`config.mk`:
```
export PLATFORM = sky130hd
export DESIGN_NAME = uart_tx_ctrl_flat
export DESIGN_NICKNAME = d
export VERILOG_FILES = /design/src/rtl/uart_tx_ctrl_if.sv /design/src/rtl/uart_tx_ctrl.sv /design/src/flat_wrapper.sv
export SDC_FILE = /design/constraint.sdc
export NUM_CORES = 1
export LEC_CHECK = 0
export BUFFER_PORTS_ARGS = -buffer_cell sky130_fd_sc_hd__buf_4
export CAP_MARGIN = 25
export CORE_MARGIN = 1
export CORE_UTILIZATION = 47
export CTS_BUF_LIST = sky130_fd_sc_hd__clkbuf_4 sky130_fd_sc_hd__clkbuf_8 sky130_fd_sc_hd__clkbuf_16
export DETAILED_ROUTE_END_ITERATION = 16
export PLACE_DENSITY = 0.73
export RECOVER_POWER = 50
export SLEW_MARGIN = 10
export SYNTH_ARGS = -nofsm -noshare
export SYNTH_HDL_FRONTEND = slang
export SYNTH_SLANG_ARGS = --single-unit
export TNS_END_PERCENT = 10
```
`constraint.sdc`:
```
create_clock -name CLK -period 1.4 [get_ports CLK]
set_input_delay 0.14 -clock CLK [delete_from_list [all_inputs] [get_ports CLK]]
set_output_delay 0.14 -clock CLK [all_outputs]
set_load 0.05 [all_outputs]
```
`src/rtl/uart_tx_ctrl_if.sv`:
```
`default_nettype none
// ============================================================================
// Module   : uart_tx_ctrl_if
// Brief    : Host/mux-side signal bundle for the UART transmit controller.
// Revision : 1.0 - initial release
// ============================================================================
interface uart_tx_ctrl_if #(
    parameter int DATA_WIDTH = 8
);
    logic [DATA_WIDTH-1:0] P_DATA;
    logic                  DATA_VALID;
    logic                  PAR_EN;
    logic                  PAR_TYP;
    logic [1:0]            mux_sel;
    logic                  ser_data;
    logic                  par_bit;
    logic                  busy;

    modport master (
        output P_DATA, DATA_VALID, PAR_EN, PAR_TYP,
        input  mux_sel, ser_data, par_bit, busy
    );

    modport slave (
        input  P_DATA, DATA_VALID, PAR_EN, PAR_TYP,
        output mux_sel, ser_data, par_bit, busy
    );
endinterface
`default_nettype wire

```
`src/rtl/uart_tx_ctrl.sv`:
```
`default_nettype none
// ============================================================================
// Module   : uart_tx_ctrl
// Brief    : UART frame sequencer (start, LSB-first data, parity, stop) that
//            drives the TX output mux select, data bit and parity bit.
// Revision : 1.0 - initial release
// ============================================================================
module uart_tx_ctrl #(
    parameter int DATA_WIDTH = 8
) (
    input  wire logic          CLK,
    input  wire logic          RST,
    uart_tx_ctrl_if.slave      bus
);
    localparam int c_CNT_W = (DATA_WIDTH > 1) ? $clog2(DATA_WIDTH) : 1;
    localparam logic [c_CNT_W-1:0] c_LAST = c_CNT_W'(DATA_WIDTH - 1);

    localparam logic [2:0] S_IDLE   = 3'd0;
    localparam logic [2:0] S_START  = 3'd1;
    localparam logic [2:0] S_DATA   = 3'd2;
    localparam logic [2:0] S_PARITY = 3'd3;
    localparam logic [2:0] S_STOP   = 3'd4;

    localparam logic [1:0] c_MUX_START  = 2'b00;
    localparam logic [1:0] c_MUX_STOP   = 2'b01;
    localparam logic [1:0] c_MUX_DATA   = 2'b10;
    localparam logic [1:0] c_MUX_PARITY = 2'b11;

    logic [2:0]            r_state;
    logic [2:0]            w_next;
    logic [DATA_WIDTH-1:0] r_shift;
    logic [c_CNT_W-1:0]    r_cnt;
    logic                  r_par_en;
    logic                  r_par_bit;
    logic                  w_accept;
    logic [1:0]            w_mux_sel;
    logic                  w_busy;
    logic                  w_ser_data;

    assign w_accept = (r_state == S_IDLE) && bus.DATA_VALID;

    always_ff @(posedge CLK) begin
        if (RST) begin
            r_state <= S_IDLE;
        end else begin
            r_state <= w_next;
        end
    end

    always_comb begin
        w_next = r_state;
        case (r_state)
            S_IDLE:   if (bus.DATA_VALID) w_next = S_START;
            S_START:  w_next = S_DATA;
            S_DATA:   if (r_cnt == c_LAST) w_next = r_par_en ? S_PARITY : S_STOP;
            S_PARITY: w_next = S_STOP;
            S_STOP:   w_next = S_IDLE;
            default:  w_next = S_IDLE;
        endcase
    end

    // Frame config and parity are captured once so host changes mid-frame are invisible.
    always_ff @(posedge CLK) begin
        if (RST) begin
            r_shift   <= '0;
            r_cnt     <= '0;
            r_par_en  <= 1'b0;
            r_par_bit <= 1'b0;
        end else begin
            if (w_accept) begin
                r_shift   <= bus.P_DATA;
                r_par_en  <= bus.PAR_EN;
                r_par_bit <= bus.PAR_TYP ? ~^bus.P_DATA : ^bus.P_DATA;
            end
            if (r_state == S_START) begin
                r_cnt <= '0;
            end
            if (r_state == S_DATA) begin
                r_shift <= r_shift >> 1;
                if (r_cnt != c_LAST) begin
                    r_cnt <= r_cnt + 1'b1;
                end
            end
        end
    end

    always_comb begin
        w_mux_sel  = c_MUX_STOP;
        w_busy     = 1'b1;
        w_ser_data = 1'b0;
        case (r_state)
            S_IDLE:   w_busy = 1'b0;
            S_START:  w_mux_sel = c_MUX_START;
            S_DATA: begin
                w_mux_sel  = c_MUX_DATA;
                w_ser_data = r_shift[0];
            end
            S_PARITY: w_mux_sel = c_MUX_PARITY;
            S_STOP:   w_mux_sel = c_MUX_STOP;
            default:  w_busy = 1'b0;
        endcase
    end

    assign bus.mux_sel  = w_mux_sel;
    assign bus.busy     = w_busy;
    assign bus.ser_data = w_ser_data;
    assign bus.par_bit  = r_par_bit;
endmodule
`default_nettype wire

```
`src/flat_wrapper.sv`:
```
// flat-port wrapper written by rule: the top's interface ports become plain ports
module uart_tx_ctrl_flat 
#(
    parameter int DATA_WIDTH = 8
)
  (CLK, RST, bus_P_DATA, bus_DATA_VALID, bus_PAR_EN, bus_PAR_TYP, bus_mux_sel, bus_ser_data, bus_par_bit, bus_busy);
  uart_tx_ctrl_if #(.DATA_WIDTH(DATA_WIDTH)) bus_i ();
  input  wire logic CLK;
  input  wire logic RST;
  input wire logic [$bits(bus_i.P_DATA)-1:0] bus_P_DATA;
  input wire logic [$bits(bus_i.DATA_VALID)-1:0] bus_DATA_VALID;
  input wire logic [$bits(bus_i.PAR_EN)-1:0] bus_PAR_EN;
  input wire logic [$bits(bus_i.PAR_TYP)-1:0] bus_PAR_TYP;
  output wire logic [$bits(bus_i.mux_sel)-1:0] bus_mux_sel;
  output wire logic [$bits(bus_i.ser_data)-1:0] bus_ser_data;
  output wire logic [$bits(bus_i.par_bit)-1:0] bus_par_bit;
  output wire logic [$bits(bus_i.busy)-1:0] bus_busy;
  assign bus_i.P_DATA = bus_P_DATA;
  assign bus_i.DATA_VALID = bus_DATA_VALID;
  assign bus_i.PAR_EN = bus_PAR_EN;
  assign bus_i.PAR_TYP = bus_PAR_TYP;
  assign bus_mux_sel = bus_i.mux_sel;
  assign bus_ser_data = bus_i.ser_data;
  assign bus_par_bit = bus_i.par_bit;
  assign bus_busy = bus_i.busy;
  uart_tx_ctrl #(.DATA_WIDTH(DATA_WIDTH)) u_core (.CLK(CLK), .RST(RST), .bus(bus_i));
endmodule
```
* Yosys cells after proc, flatten, opt, wreduce, memory -nomap -nowiden *
Index checks and enable logic that the tools add are counted.
Widths: inputs -> output; s select.

word-level totals
  register bits = 16
  input bits = 13
  logic and storage cells = 36

cells by class
  equal/unequal tests = 8
  mux-type cells = 13
  $add $sub $neg = 1
  reduce and logical (&&, ||, !) cells = 8

operator list
  operator             number
  $mux 3               6
  $mux 7               2
  $pmux 3 s4           1
  $reduce_xnor 8->1    1
  $reduce_xor 8->1     1
  $eq 3x2->1 const B   2
  $eq 3x3->1 const B   2
  $pmux 2 s3           1
  $reduce_or 4->1      1
  $add 3x1->3 const B  1
  $eq 3x1->1 const B   1
  $logic_not 3->1      1
  $mux 1               3
  $ne 3x3->1 const B   1
  $ne 2x1->1 const B   1
  $ne 2x2->1 const B   1
  $reduce_and 2->1     1
  $reduce_bool 2->1    1
  $reduce_or 2->1      1
  $logic_and 1x1->1    1

* Longest topological paths before layout *
  depth after elaboration = 4
  mapped depth = 6

* Worst setup path before layout *
No wires, ideal clock.

  path kind = register to output
  from = register u_core.r_state[0]
  to = output bus_busy
  cell stages (with the launch flop) = 4
  path buffers = 1
  data required time = 1.260 ns
  path slack = -0.084 ns
  arrival time = 1.344 ns
  path through = dfxtp_1 -> buf_2 -> nor2_1 -> xnor2_1

on the way
  word-level cells in the longest chain between the ends = 3

ends and longest elaborated chain
  what                                      line                source
  from (decl)                               uart_tx_ctrl.sv:29  logic [2:0] r_state;
  from (signal assigned)                    uart_tx_ctrl.sv:46  r_state <= w_next;
  $eq 3x2->1, or another cell as far along  uart_tx_ctrl.sv:91  case (r_state)
  $reduce_or 4->1 (no source line) *        -
  $mux 1 *                                  uart_tx_ctrl.sv:91
  to (decl)                                 flat_wrapper.sv:17  output wire logic [$bits(bus_i.busy)-1:0] bus_busy;

Mark *: on every way between the ends. The rest lies on a longest branch, timed or not.

* Worst setup path in the final report *
  from = register u_core.r_state[2]
  to = output bus_ser_data

on the way
  word-level cells in the longest chain between the ends = 2

ends and longest elaborated chain
  what        line                source
  $eq 3x2->1  uart_tx_ctrl.sv:91
  $mux 1      uart_tx_ctrl.sv:91
  to (decl)   flat_wrapper.sv:15  output wire logic [$bits(bus_i.ser_data)-1:0] bus_ser_data;

No other way between the ends.

==> flow_metrics.py <==
metrics = {
    "status": {
        "status": "finished clean",
    },
    "place": {
        "dp_hpwl_um": 1260,
        "io_buffers": 17,
        "place_congestion": 0.710,
        "dp_slack_ns": 0.0598,
        "place_inst": 132,
    },
    "synthesis": {
        "yosys_warnings": 0,
        "synth_edf_count": 0,
        "synth_area_per_cell_um2": 9.55,
        "synthFlopType": "dfxtp_1",
        "synth_nets": 107,
        "async_flop_share_pct": 0,
        "netlist_area_um2": 878,
        "yosysSeqAreaShare_pct": 36.5,
        "synth_cell_type_count": 30,
        "syn_inst": 92,
        "synth_seq_cells": 16,
    },
    "floorplan": {
        "start_util_pct": 50.3,
        "io_pins": 18,
        "dieHeight_um": 45.2,
        "die_w_um": 45.2,
        "core_area_um2": 1750,
        "row_count": 15,
        "die-area_um2": 2050,
    },
    "power": {
        "power_density_nw_per_um2": 1030,
        "clockPowerShare_pct": 26.5,
        "power_switching_uw": 357,
        "finalPower_uw": 1170,
        "p_seq_share_pct": 44.2,
        "p_leak_uw": 0.000481,
        "internal_power_uw": 812,
        "ir_worst_vdd_uv": 518,
        "combPwrFrac_pct": 29.3,
        "p_sw_share_pct": 30.6,
    },
    "global_routing": {
        "grt_antenna_before_repair": 0,
        "grt_max_degree": 18,
        "grt_use_total_pct": 20.3,
        "grt_pass1_wl_um": 2970,
        "gr-total-overflow": 0,
        "grt_pass1_vias": 718,
    },
    "worst_hold_path": {
        "hp-class": "input pin to flip-flop",
        "min_to": "u_core.r_par_en",
        "whs_path_depth": 3,
        "holdCritStartpoint": "bus_PAR_EN",
    },
    "final_layout": {
        "syn2layout_area_growth_pct": 29.6,
        "fin_cells": 139,
        "final_nets": 130,
        "drive_gt1_share_pct": 36.8,
        "diodes": 0,
    },
    "flow_run": {
        "cap_violations": 0,
    },
    "route": {
        "vias": 728,
        "avgRoutedWirePerCell_um": 12.7,
        "drc": 0,
        "drt_iter0_markers": 14,
        "vias_per_cell": 5.24,
        "routed_wl_um": 1770,
        "drt_first_pass_iters": 4,
        "ant_nets": 0,
    },
    "sta": {
        "fin_skew_ns": 0.00345,
        "slew_viol_final": 0,
        "fin_ws_ns": 0.0149,
        "setup-tns-final_ns": 0,
        "period_needed_ns": 1.39,
        "setup_viol_count_final": 0,
        "worst_slew_pin_slew_ns": 0.585,
        "rsz0062_at_grt": "true",
        "hold_violations": 0,
        "max_freq_mhz": 722,
        "maxSlewHeadroom_pct": 61.2,
        "period_share_pct": 98.9,
    },
    "critical_path": {
        "worstPathRequired_ns": 1.26,
        "r2r_cells": 3,
        "slowest_stage": "dfxtp_2",
        "path_class": "flip-flop to output port",
        "r2r_setup_slack_ns": 0.07,
        "r2r_start": "u_core.r_state[2]",
        "cpPeakStageDelay_ns": 0.36,
        "crit_fanout": 3,
        "r2r-end": "u_core.r_shift[7]",
        "start_kind": "flip-flop",
        "crit_arrival_ns": 1.25,
        "path_cells": "nor3b_4 -> buf_6 -> and2_4 -> buf_8",
        "end_kind": "output port",
    },
    "clocking": {
        "clk_path_buf_depth": 2,
        "clock_sinks": 16,
        "clockRootBuffer": "clkbuf_4",
        "hold_buffers": 0,
        "numCtsBuffers": 3,
        "clkTransAtPathRegs_ns": 0.10,
        "cts_tree": "done",
        "htreeDepth": 1,
        "clk_latency_ns": 0.28,
    },
}
## cell usage after synthesis (2+ instances only)
library cell  count  share of area, %
dfxtp_1          16                36
nand2b_1          3               2.1
xor2_1            3               3.0
a211oi_1          7               6.0
nor2_1           10               4.3
buf_2             2               1.1
buf_4             2               1.7
a21oi_1           4               2.3
nand3_1           3               1.7
buf_6             2               2.6
ha_1              2               2.8
nand2_1           3               1.3
nand3b_1          2               1.7
clkbuf_1          2              0.86
xnor2_1           4               4.0
mux2i_1          10                11
nor2b_1           3               2.1
nor3_1            2               1.1
## layout make-up
cell class | instances | area, um2
inverter | 1 | 3.75
timing repair buffer | 26 | 210
tap | 25 | 31.3
multi-input combinational | 67 | 531
sequential | 16 | 327
clock buffer | 4 | 36.3
fill | 142 | 607
## logic make-up (layout without fill, tap and decap cells)
kind of cell	Yosys count	in the layout	share of synthesized area, %
and+or+nand+nor	34	34	22.7
DFF	16	16	36.5
AOI/OAI and AO/OA	13	13	10.4
muxes	10	10	11.4
buffers and inverters	9	31	6.69
xor gates and xnor gates	8	8	9.54
adders and majority gates	2	2	2.85
## flip-flops by register name, indices dropped and copies added (netlist names)
register and cells:
u_core.bus.par_bit 1, u_core.r_state 3, u_core.r_shift 8, u_core.r_cnt 3, u_core.r_par_en 1
## worst max-delay path by stage
stage,from,to,slack [ns]
after CTS,u_core.r_state[0],bus_ser_data,-0.01
after global placement,u_core.r_state[0],u_core.r_cnt[0],0.08
final,u_core.r_state[2],bus_ser_data,0.01
after floorplan,u_core.r_state[1],bus_ser_data,-0.06
after detailed placement,u_core.r_state[0],u_core.r_cnt[0],0.06
after global routing,u_core.r_state[2],bus_ser_data,-0.03
## metrics by stage
stage	area [um2]	utilization (%)	hold WS, ns
global route	1140	65.2	0.0772
CTS	1130	64.8	0.0753
finish	1140	65.2	0.0829
global placement	1030	59.3	0.374
detailed placement	1030	59.3	0.379
floorplan	886	-	0.284
## critical path, delay by kind of cell (launching register included)
family / cells / cell delay, ns
flops: 1 / 0.36
simple gates: 2 / 0.35
buf+inv: 2 / 0.25
## power by group through the flow
stage | logic (uW) | clock network (uW) | registers (uW)
after global placement | 313 | 0 | 525
after floorplan | 223 | 0 | 535
after CTS | 342 | 319 | 517
after detailed placement | 321 | 0 | 527
after global routing | 372 | 332 | 522
final | 342 | 310 | 517
## metal layers
metal  global-route usage [%]  routed length (um)
met1                     25.0                 755
met2                     34.2                 938
met4                     10.9                  27
met3                     2.40                  46
met5                        0                   0
## placed cells by master (no fill, tap or decap), drive strengths merged, types with 2 or more instances in the layout
| master | n |
|---|---|
| xnor2 | 4 |
| nor2 | 11 |
| nand2 | 3 |
| a211oi | 7 |
| nand2b | 3 |
| nand3 | 3 |
| nor2b | 3 |
| a21oi | 4 |
| xor2 | 3 |
| dfxtp | 16 |
| mux2i | 10 |
| buf | 24 |
| nor3 | 3 |
| nand3b | 2 |
| ha | 2 |
| clkbuf | 6 |
## repair_timing
action	in CTS	in global routing
endpoints found under the setup margin	3	6
setup buffers	3	0
pin swaps	2	1
gates resized for setup	12	4
(Power assumes the default switching activity.)
